$ cat src/rtl/serdes_bitslip_align_ctrl_if.sv
// serdes_bitslip_align_ctrl_if: SERDES parallel-side bundle between the deserializer and its alignment controller
//   dpa_ready  : SERDES DPA lock indication
//   data_valid : qualifies data_i for one clk
//   data_i     : deserialized word, WIDTH bits
//   bitslip_n  : active-low bitslip request back to the SERDES
//   modport master = SERDES side, modport slave = alignment controller
interface serdes_bitslip_align_ctrl_if #(
   parameter int WIDTH = 3
);
   logic             dpa_ready;
   logic             data_valid;
   logic [WIDTH-1:0] data_i;
   logic             bitslip_n;
   modport master (output dpa_ready, data_valid, data_i, input bitslip_n);
   modport slave (input dpa_ready, data_valid, data_i, output bitslip_n);
endinterface

$ cat src/rtl/serdes_bitslip_align_ctrl.sv
// serdes_bitslip_align_ctrl: issues SERDES bitslips until a training pattern repeats, then reports lock
//   clk, reset (sync, active-high), enable_n (active-low, high forces idle)
//   bus        : slave side of serdes_bitslip_align_ctrl_if (dpa_ready, data_valid, data_i in; bitslip_n out)
//   aligned    : high while locked
//   align_fail : high once MAX_SLIPS slips did not find the pattern
//   slip_count : slips issued in the current attempt
//   BITSLIP_RELOCK_EN : when defined, LOSS_THRESH consecutive mismatches while locked restart the search
module serdes_bitslip_align_ctrl #(
   parameter int               WIDTH         = 3,
   parameter logic [WIDTH-1:0] TRAIN_PATTERN = 3'b100,
   parameter int               MATCH_COUNT   = 8,
   parameter int               SLIP_WAIT     = 4,
   parameter int               MAX_SLIPS     = 6,
   parameter int               LOSS_THRESH   = 4
) (
   input  logic                           clk,
   input  logic                           reset,
   input  logic                           enable_n,
   serdes_bitslip_align_ctrl_if.slave     bus,
   output logic                           aligned,
   output logic                           align_fail,
   output logic [$clog2(MAX_SLIPS+1)-1:0] slip_count
);
   localparam int MW = $clog2(MATCH_COUNT + 1);
   localparam int SW = SLIP_WAIT > 0 ? $clog2(SLIP_WAIT + 1) : 1;
   localparam int CW = $clog2(MAX_SLIPS + 1);
   typedef enum logic [2:0] {IDLE, WAIT_READY, CHECK, SLIP, SETTLE, LOCKED, FAIL} state_t;
   state_t state, state_nxt;
   logic [MW-1:0] match_cnt, match_nxt;
   logic [SW-1:0] settle_cnt, settle_nxt;
   logic [CW-1:0] slip_nxt;
   logic bitslip_nxt, aligned_nxt, fail_nxt;
   logic hit, miss, drop, lost;
   assign hit  = bus.data_valid && bus.data_i == TRAIN_PATTERN;
   assign miss = bus.data_valid && bus.data_i != TRAIN_PATTERN;
   // losing DPA only matters once the search has started; FAIL sticks until enable_n or reset
   assign drop = !bus.dpa_ready && state inside {CHECK, SLIP, SETTLE, LOCKED};
`ifdef BITSLIP_RELOCK_EN
   localparam int LW = $clog2(LOSS_THRESH + 1);
   logic [LW-1:0] loss_cnt;
   assign lost = state == LOCKED && miss && loss_cnt == LW'(LOSS_THRESH - 1);
   always_ff @(posedge clk)
      if (reset || state != LOCKED || state_nxt != LOCKED) loss_cnt <= '0;
      else if (bus.data_valid) loss_cnt <= hit ? '0 : loss_cnt + 1'b1;
`else
   assign lost = 1'b0;
`endif
   always_ff @(posedge clk) begin
      if (reset) begin
         state         <= IDLE;
         match_cnt     <= '0;
         settle_cnt    <= '0;
         slip_count    <= '0;
         bus.bitslip_n <= 1'b1;
         aligned       <= 1'b0;
         align_fail    <= 1'b0;
      end else begin
         state         <= state_nxt;
         match_cnt     <= match_nxt;
         settle_cnt    <= settle_nxt;
         slip_count    <= slip_nxt;
         bus.bitslip_n <= bitslip_nxt;
         aligned       <= aligned_nxt;
         align_fail    <= fail_nxt;
      end
   end
   always_comb begin
      state_nxt = state;
      if (enable_n) state_nxt = IDLE;
      else if (drop) state_nxt = WAIT_READY;
      else
         case (state)
            IDLE:       state_nxt = WAIT_READY;
            WAIT_READY: state_nxt = bus.dpa_ready ? CHECK : WAIT_READY;
            CHECK:      state_nxt = hit && match_cnt == MW'(MATCH_COUNT - 1) ? LOCKED :
                                    !miss ? CHECK : slip_count == CW'(MAX_SLIPS) ? FAIL : SLIP;
            SLIP:       state_nxt = SLIP_WAIT == 0 ? CHECK : SETTLE;
            SETTLE:     state_nxt = bus.data_valid && settle_cnt == SW'(SLIP_WAIT - 1) ? CHECK : SETTLE;
            LOCKED:     state_nxt = lost ? CHECK : LOCKED;
            default:    state_nxt = state;
         endcase
   end
   // outputs are registered from the next state, so they change on the same edge as the state
   always_comb begin
      match_nxt = match_cnt;
      slip_nxt  = slip_count;
      if (state_nxt inside {IDLE, WAIT_READY} || lost) begin
         match_nxt = '0;
         slip_nxt  = '0;
      end else if (state == CHECK) match_nxt = hit ? match_cnt + 1'b1 : miss ? '0 : match_cnt;
      else if (state == SLIP && slip_count != CW'(MAX_SLIPS)) slip_nxt = slip_count + 1'b1;
      settle_nxt  = state == SETTLE && state_nxt == SETTLE ? settle_cnt + SW'(bus.data_valid) : '0;
      bitslip_nxt = state_nxt != SLIP;
      aligned_nxt = state_nxt == LOCKED;
      fail_nxt    = state_nxt == FAIL;
   end
endmodule

$ cat src/flat_wrapper.sv
// flat-port wrapper written by rule: the top's interface ports become plain ports
module serdes_bitslip_align_ctrl_flat 
#(
   parameter int               WIDTH         = 3,
   parameter logic [WIDTH-1:0] TRAIN_PATTERN = 3'b100,
   parameter int               MATCH_COUNT   = 8,
   parameter int               SLIP_WAIT     = 4,
   parameter int               MAX_SLIPS     = 6,
   parameter int               LOSS_THRESH   = 4
)
  (clk, reset, enable_n, aligned, align_fail, slip_count, bus_dpa_ready, bus_data_valid, bus_data_i, bus_bitslip_n);
  serdes_bitslip_align_ctrl_if #(.WIDTH(WIDTH)) bus_i ();
  input  logic clk;
  input  logic reset;
  input  logic enable_n;
  output logic aligned;
  output logic align_fail;
  output logic [$clog2(MAX_SLIPS+1)-1:0] slip_count;
  input wire logic [$bits(bus_i.dpa_ready)-1:0] bus_dpa_ready;
  input wire logic [$bits(bus_i.data_valid)-1:0] bus_data_valid;
  input wire logic [$bits(bus_i.data_i)-1:0] bus_data_i;
  output wire logic [$bits(bus_i.bitslip_n)-1:0] bus_bitslip_n;
  assign bus_i.dpa_ready = bus_dpa_ready;
  assign bus_i.data_valid = bus_data_valid;
  assign bus_i.data_i = bus_data_i;
  assign bus_bitslip_n = bus_i.bitslip_n;
  serdes_bitslip_align_ctrl #(.WIDTH(WIDTH), .TRAIN_PATTERN(TRAIN_PATTERN), .MATCH_COUNT(MATCH_COUNT), .SLIP_WAIT(SLIP_WAIT), .MAX_SLIPS(MAX_SLIPS), .LOSS_THRESH(LOSS_THRESH)) u_core (.clk(clk), .reset(reset), .enable_n(enable_n), .bus(bus_i), .aligned(aligned), .align_fail(align_fail), .slip_count(slip_count));
endmodule
$ cat config.mk
export PLATFORM = sky130hd
export DESIGN_NAME = serdes_bitslip_align_ctrl_flat
export DESIGN_NICKNAME = d
export VERILOG_FILES = /design/src/rtl/serdes_bitslip_align_ctrl_if.sv /design/src/rtl/serdes_bitslip_align_ctrl.sv /design/src/flat_wrapper.sv
export SDC_FILE = /design/constraint.sdc
export NUM_CORES = 1
export LEC_CHECK = 0
export BUFFER_PORTS_ARGS = -buffer_cell sky130_fd_sc_hd__buf_4
export CORE_MARGIN = 3
export CORE_UTILIZATION = 54
export DETAILED_ROUTE_END_ITERATION = 6
export PLACE_DENSITY = 0.81
export SYNTH_ARGS = -nofsm -noshare
export SYNTH_HDL_FRONTEND = slang
export SYNTH_SLANG_ARGS = --single-unit
$ cat constraint.sdc
create_clock -name clk -period 2 [get_ports clk]
set_clock_uncertainty 0.1 [all_clocks]
set_input_delay 0.1 -clock clk [delete_from_list [all_inputs] [get_ports clk]]
set_output_delay 0.1 -clock clk [all_outputs]
set_load 0.02 [all_outputs]
======== Yosys cells after proc, flatten, opt, wreduce, memory -nomap -nowiden ========
Cells that the tools add are included.
storage, ports and cells
  register bits ........................... 16
  input bits .............................. 8
  output and inout port bits .............. 6
  word-level logic and storage cells ...... 55
cells by class
  add/subtract/negate cells ............... 3
  equal/unequal tests ..................... 16
  mux-type cells .......................... 10
  bitwise operators ....................... 2
  reduce and logical (&&, ||, !) cells .... 17
operators with widths
  operator                                                                 count
  3-bit equality test, second input constant                               7
  3-bit 2-to-1 mux                                                         6
  3-bit case mux with 6 select lines                                       1
  3-bit by 2-bit equality test with 1-bit output, second input constant    3
  4-bit 2-to-1 mux                                                         2
  1-bit logical AND                                                        7
  3-bit by 1-bit equality test with 1-bit output, second input constant    2
  3-bit zero test                                                          2
  3-bit inequality test, second input constant                             2
  4-bit by 1-bit adder with 4-bit output, second input constant            1
  4-bit by 3-bit equality test with 1-bit output, second input constant    1
  2-bit AND reduction                                                      2
  2-bit nonzero test                                                       2
  4-bit nonzero test                                                       1
  2-bit OR reduction                                                       2
  3-bit by 1-bit adder with 3-bit output                                   1
  3-bit by 1-bit adder with 3-bit output, second input constant            1
  3-bit by 2-bit inequality test with 1-bit output, second input constant  1
  2-bit 2-to-1 mux                                                         1
  1-bit NOT                                                                2
  1-bit zero test                                                          1

======== Logic depth before layout (Yosys ltp) ========
  depth after elaboration ................. 11
  gate-level depth with buffers ........... 6

======== Worst setup path before layout ========
Ideal clock, no wire load.
  kind .................................... register to register
  start ................................... register u_core.slip_count[0]
  end ..................................... register u_core.bus.bitslip_n
  setup time .............................. 0.132 ns
  arrival time ............................ 1.388 ns
  data required time ...................... 1.768 ns
  setup slack ............................. 0.380 ns
  cell stages (with the launch flop) ...... 7
  path buffers ............................ 0
  path through ............................ dfxtp_1 > inv_1 > ha_1 > a21bo_2 > mux2i_1 > o2bb2ai_1 > nand4bb_1
on the way
  longest elaborated chain between the ends .. 8
RTL lines
  element                                           RTL line                            text
  from (decl)                                       serdes_bitslip_align_ctrl.sv:22     output logic [$clog2(MAX_SLIPS+1)-1:0] slip_count
  from (signal assigned)                            serdes_bitslip_align_ctrl.sv:61     slip_count <= slip_nxt;
  3-bit equality test                               serdes_bitslip_align_ctrl.sv:76     !miss ? CHECK : slip_count == CW'(MAX_SLIPS) ? FAIL : SLIP;
  3-bit 2-to-1 mux (2 in a row)                     serdes_bitslip_align_ctrl.sv:76
  3-bit 2-to-1 mux                                  serdes_bitslip_align_ctrl.sv:75     CHECK: state_nxt = hit && match_cnt == MW'(MATCH_COUNT - 1) ? LOCKED :
  3-bit case mux with 6 select lines                serdes_bitslip_align_ctrl.sv:72     case (state)
  3-bit 2-to-1 mux                                  serdes_bitslip_align_ctrl.sv:70     else if (drop) state_nxt = WAIT_READY;
  3-bit 2-to-1 mux                                  serdes_bitslip_align_ctrl.sv:69     if (enable_n) state_nxt = IDLE;
  3-bit by 2-bit inequality test with 1-bit output  serdes_bitslip_align_ctrl.sv:93     bitslip_nxt = state_nxt != SLIP;
  to (signal assigned)                              serdes_bitslip_align_ctrl.sv:62     bus.bitslip_n <= bitslip_nxt;
  to (decl)                                         serdes_bitslip_align_ctrl_if.sv:15  modport slave (input dpa_ready, data_valid, data_i, output bitslip_n);
No other way between the ends.
A chain may end at the register's enable or synchronous reset.

======== Final worst setup path ========
  start ................................... register u_core.match_cnt[0]
  end ..................................... register u_core.settle_cnt[2]
on the way
  longest elaborated chain between the ends .. 10
RTL lines
  element                                         RTL line                         text
  from (decl)                                     serdes_bitslip_align_ctrl.sv:29  logic [MW-1:0] match_cnt, match_nxt;
  from (signal assigned)                          serdes_bitslip_align_ctrl.sv:59  match_cnt <= match_nxt;
  4-bit by 3-bit equality test with 1-bit output  serdes_bitslip_align_ctrl.sv:75
  1-bit logical AND                               serdes_bitslip_align_ctrl.sv:75
  3-bit 2-to-1 mux                                serdes_bitslip_align_ctrl.sv:75
  3-bit case mux with 6 select lines              serdes_bitslip_align_ctrl.sv:72
  3-bit 2-to-1 mux                                serdes_bitslip_align_ctrl.sv:70
  3-bit 2-to-1 mux                                serdes_bitslip_align_ctrl.sv:69
  3-bit equality test                             serdes_bitslip_align_ctrl.sv:92  settle_nxt = state == SETTLE && state_nxt == SETTLE ? settle_cnt + SW'(bus.data_valid) : '0;
  1-bit logical AND                               serdes_bitslip_align_ctrl.sv:92
  1-bit NOT (no line)                             n/a
  2-bit OR reduction (no line)                    n/a
  to (signal assigned)                            serdes_bitslip_align_ctrl.sv:60  settle_cnt <= settle_nxt;
  to (decl)                                       serdes_bitslip_align_ctrl.sv:30  logic [SW-1:0] settle_cnt, settle_nxt;
No other way between the ends.

==> results by group <==
GRT
  – GRT Residual Overflow: 0
  – Initial antenna violation count: 0
  – First-pass GRT wire length: 3.04 mm
  – Largest net degree at the start of global routing: 16
  – Number of global-route vias before repair: roughly 710
  – Total track usage: between 10% and 20%

STA
  – Slew @ Worst Pin: 373 ps
  – # setup viols final: 0
  – Worst slew margin: 75.1%
  – RSZ-0062 raised after global routing: false
  – Tmin final: 1750 ps
  – Crit share post-route: 87.6%
  – Max Clk Rate: 571 MHz
  – Setup TNS: 0 ps
  – Hold slack: between 30 and 40 ps
  – Max-slew violations: 0
  – Fin. Hold Viols: 0

Synth
  – Distinct cells, synth: 43
  – Syn_area_per_cell: 9.52 um^2
  – Number of synthesized flops with an enable pin: 0
  – Yosys reg bits: 16
  – Share of the synthesized area in the top cell type: 33.6%
  – Mapped cell area: 952 um^2
  – Register area share after synthesis: 33.6%
  – Top cells by area, synth: dfxtp_1 34%, ha_1 6.6%, nor4b_2 4.7%
  – Syn Nets: 113
  – Cells after Synth: 100
  – Post-synth top cells: 16 x dfxtp_1, 9 x nor2_1, 6 x nand2_1
  – FFs w/ async S/R, synth: 0%
  – Cell accounting for the most synthesized area: dfxtp_1
  – Count leader, synth: dfxtp_1
  – Main synth FF type: dfxtp_1
  – YS warnings: 0

Critical path
  – WP depth: 5
  – Reg-to-reg critical path startpoint: u_core.match_cnt[0]
  – Setup crit start: u_core.match_cnt[0]
  – Crit path to: u_core.settle_cnt[2]
  – R2R setup slack: about 250 ps
  – Crit path largest cell delay: 380 ps
  – Reg2Reg Depth: 5
  – CP arrival: between 1500 and 2000 ps
  – WP buf/inv: 0
  – Slowest library cell on the worst path: dfxtp_1
  – Crit-path max FO: 14
  – R2r endpoint: u_core.settle_cnt[2]
  – CP required: 2090 ps
  – Worst-path cell chain: ha_1, nand4b_1, o21ai_1, and3_2, nor4b_1
  – CP delay by family, top: simple AND/OR/NAND/NOR gates
  – Startpoint Class: flop
  – Crit. End Element: flop
  – WS Path Type: flop to flop

Clocking
  – Worst skew pair latency: around 280 ps
  – CTS root buffer: clkbuf_4
  – Post-CTS resize count: 0
  – CTS tree: done
  – Total CTS buffers: 3
  – Worst-path clk slew: ~90 ps
  – CTS Buffer Depth: 2
  – Clock sink count: 16
  – H-tree depth: 1

Die
  – Initial Utilization: 60.4%
  – Core footprint: 0.00158 mm^2
  – Chip Width: 48.0 um
  – Height of the die: 48.0 um
  – I/O pin count: 14
  – Site Rows: 14
  – Die Area: 0.00230 mm^2

Drt
  – First-pass DRT Iterations: 4
  – Initial drt markers: 13
  – Vias/cell: between 5 and 6
  – Final antenna-violating net count: 0
  – WL per Instance: 13.6 um
  – Vias: 777
  – DRC viols: 0
  – Overall routed net length: 1.78 mm

Power
  – Tot Pwr: 0.000592 W
  – Cell Pwr Density: 543 mW/mm^2
  – Net switching power: 0.000134 W
  – Switching share of power: a little under a quarter
  – Flop pwr share: 54.9%
  – Static Leakage: 0.408 nW
  – Internal power: between 0.0004 and 0.0005 W
  – Combinational share of power: under 10%
  – Clock power share: 35.9%
  – Worst IR Drop VDD: 0.388 mV

Placement
  – Dpl cell area: 0.00104 mm^2
  – Placed Cells: 126
  – Routability cong.: between 0.8 and 0.9
  – Dpl hpwl: 1.31 mm
  – Buffers on Ports: 13

Cells and area
  – Final #Nets: 129
  – Design area: 0.00109 mm^2
  – Final Non-Filler Cells: about 130
  – Inserted Diodes: 0
  – Fill count: approximately 130
  – Share of layout cells above drive strength 1: 26.1%
  – Area grow syn2layout: 14.5%

Hold path
  – Worst hold-check path type: input pin to flop

Flow run
  – Max-cap check violation count: 0

Outcome
  – Outcome: finished, final reports clean
[worst min-delay path, cell delays in order]
cell and delay (ps):
buf_4 100, o2bb2ai_1 90, nand4bb_1 100
[worst min-delay path by stage]
stage	to	start	slack [ps]	depth (start not counted)
2_1_floorplan	u_core.state[0]	reset	70	1
3_3_place_gp	u_core.state[0]	reset	170	2
3_5_place_dp	u_core.state[0]	reset	170	2
4_1_cts	u_core.bus.bitslip_n	enable_n	20	3
5_1_grt	u_core.bus.bitslip_n	enable_n	50	3
6_report	u_core.bus.bitslip_n	enable_n	40	3
[power groups by stage]
| stage | clock network, W | logic (W) | registers (W) |
|---|---|---|---|
| 4_1_cts | 0.000222 | 0.0000543 | 0.000325 |
| 5_1_grt | 0.000234 | 0.0000596 | 0.000326 |
| 3_3_place_gp | 0 | 0.0000513 | 0.000332 |
| 2_1_floorplan | 0 | 0.0000398 | 0.000329 |
| 6_report | 0.000213 | 0.0000543 | 0.000325 |
| 3_5_place_dp | 0 | 0.0000526 | 0.000332 |
[layout by cell type, fill, tap and decap left out, types with 2 or more instances in the layout]
| cell type | n |
|---|---|
| a22oi_1 | 2 |
| nor4b_2 | 3 |
| nand3_1 | 3 |
| nor3_1 | 2 |
| ha_1 | 5 |
| xor2_1 | 2 |
| a221oi_1 | 2 |
| clkbuf_4 | 3 |
| nand4bb_1 | 2 |
| dfxtp_1 | 16 |
| buf_4 | 17 |
| nor2_1 | 9 |
| a21oi_1 | 3 |
| o21ai_0 | 3 |
| inv_1 | 3 |
| xnor2_1 | 2 |
| nand2_1 | 6 |
| nand2b_1 | 2 |
| a211oi_1 | 5 |
| o21ai_1 | 2 |
[state kept, by name (all words and copies together) (netlist names)]
name	count
u_core.bus.bitslip_n	1
u_core.match_cnt	4
u_core.slip_count	3
u_core.settle_cnt	3
u_core.state	3
u_core.aligned	1
u_core.align_fail	1
[logic make-up (layout without fill, tap and decap cells)]
| family | after synthesis | after routing | synth area share [%] |
|---|---|---|---|
| AOI/OAI and AO/OA | 23 | 23 | 17.6 |
| xor gates and xnor gates | 4 | 4 | 3.68 |
| adders and majority gates | 5 | 5 | 6.57 |
| buffers and inverters | 10 | 25 | 7.10 |
| DFF | 16 | 16 | 33.6 |
| muxes | 1 | 1 | 1.05 |
| and+or+nand+nor | 41 | 41 | 30.4 |
[final cells by class]
| class | count | area [um^2] | area share, % |
|---|---|---|---|
| repair buffers | 18 | 138 | 12.6 |
| well taps | 16 | 20.0 | 1.84 |
| clock buffers | 4 | 36.3 | 3.33 |
| flip-flops and latches | 16 | 320 | 29.4 |
| inverters | 3 | 11.3 | 1.03 |
| multi-input cells | 74 | 564 | 51.8 |
[layer usage]
layer	up-vias	global-route usage, %	wire length [um]
met2	19	30.9	868
met4	0	8.06	0
li1	402	-	-
met5	-	0	0
met1	356	23.0	822
met3	0	5.26	92
[through the flow]
step | utilization [%] | setup slack [ps]
global placement | 66.2 | 300
floorplan | - | 380
CTS | 69.1 | 273
global route | 69.1 | 41.3
detailed placement | 66.2 | 279
finish | 69.1 | 248
[what timing repair did]
item,CTS,global route
hold buffers,1,0
setup buffers,0,0
hold endpoints to repair,1,0
Power figures use the tool's default switching activity.
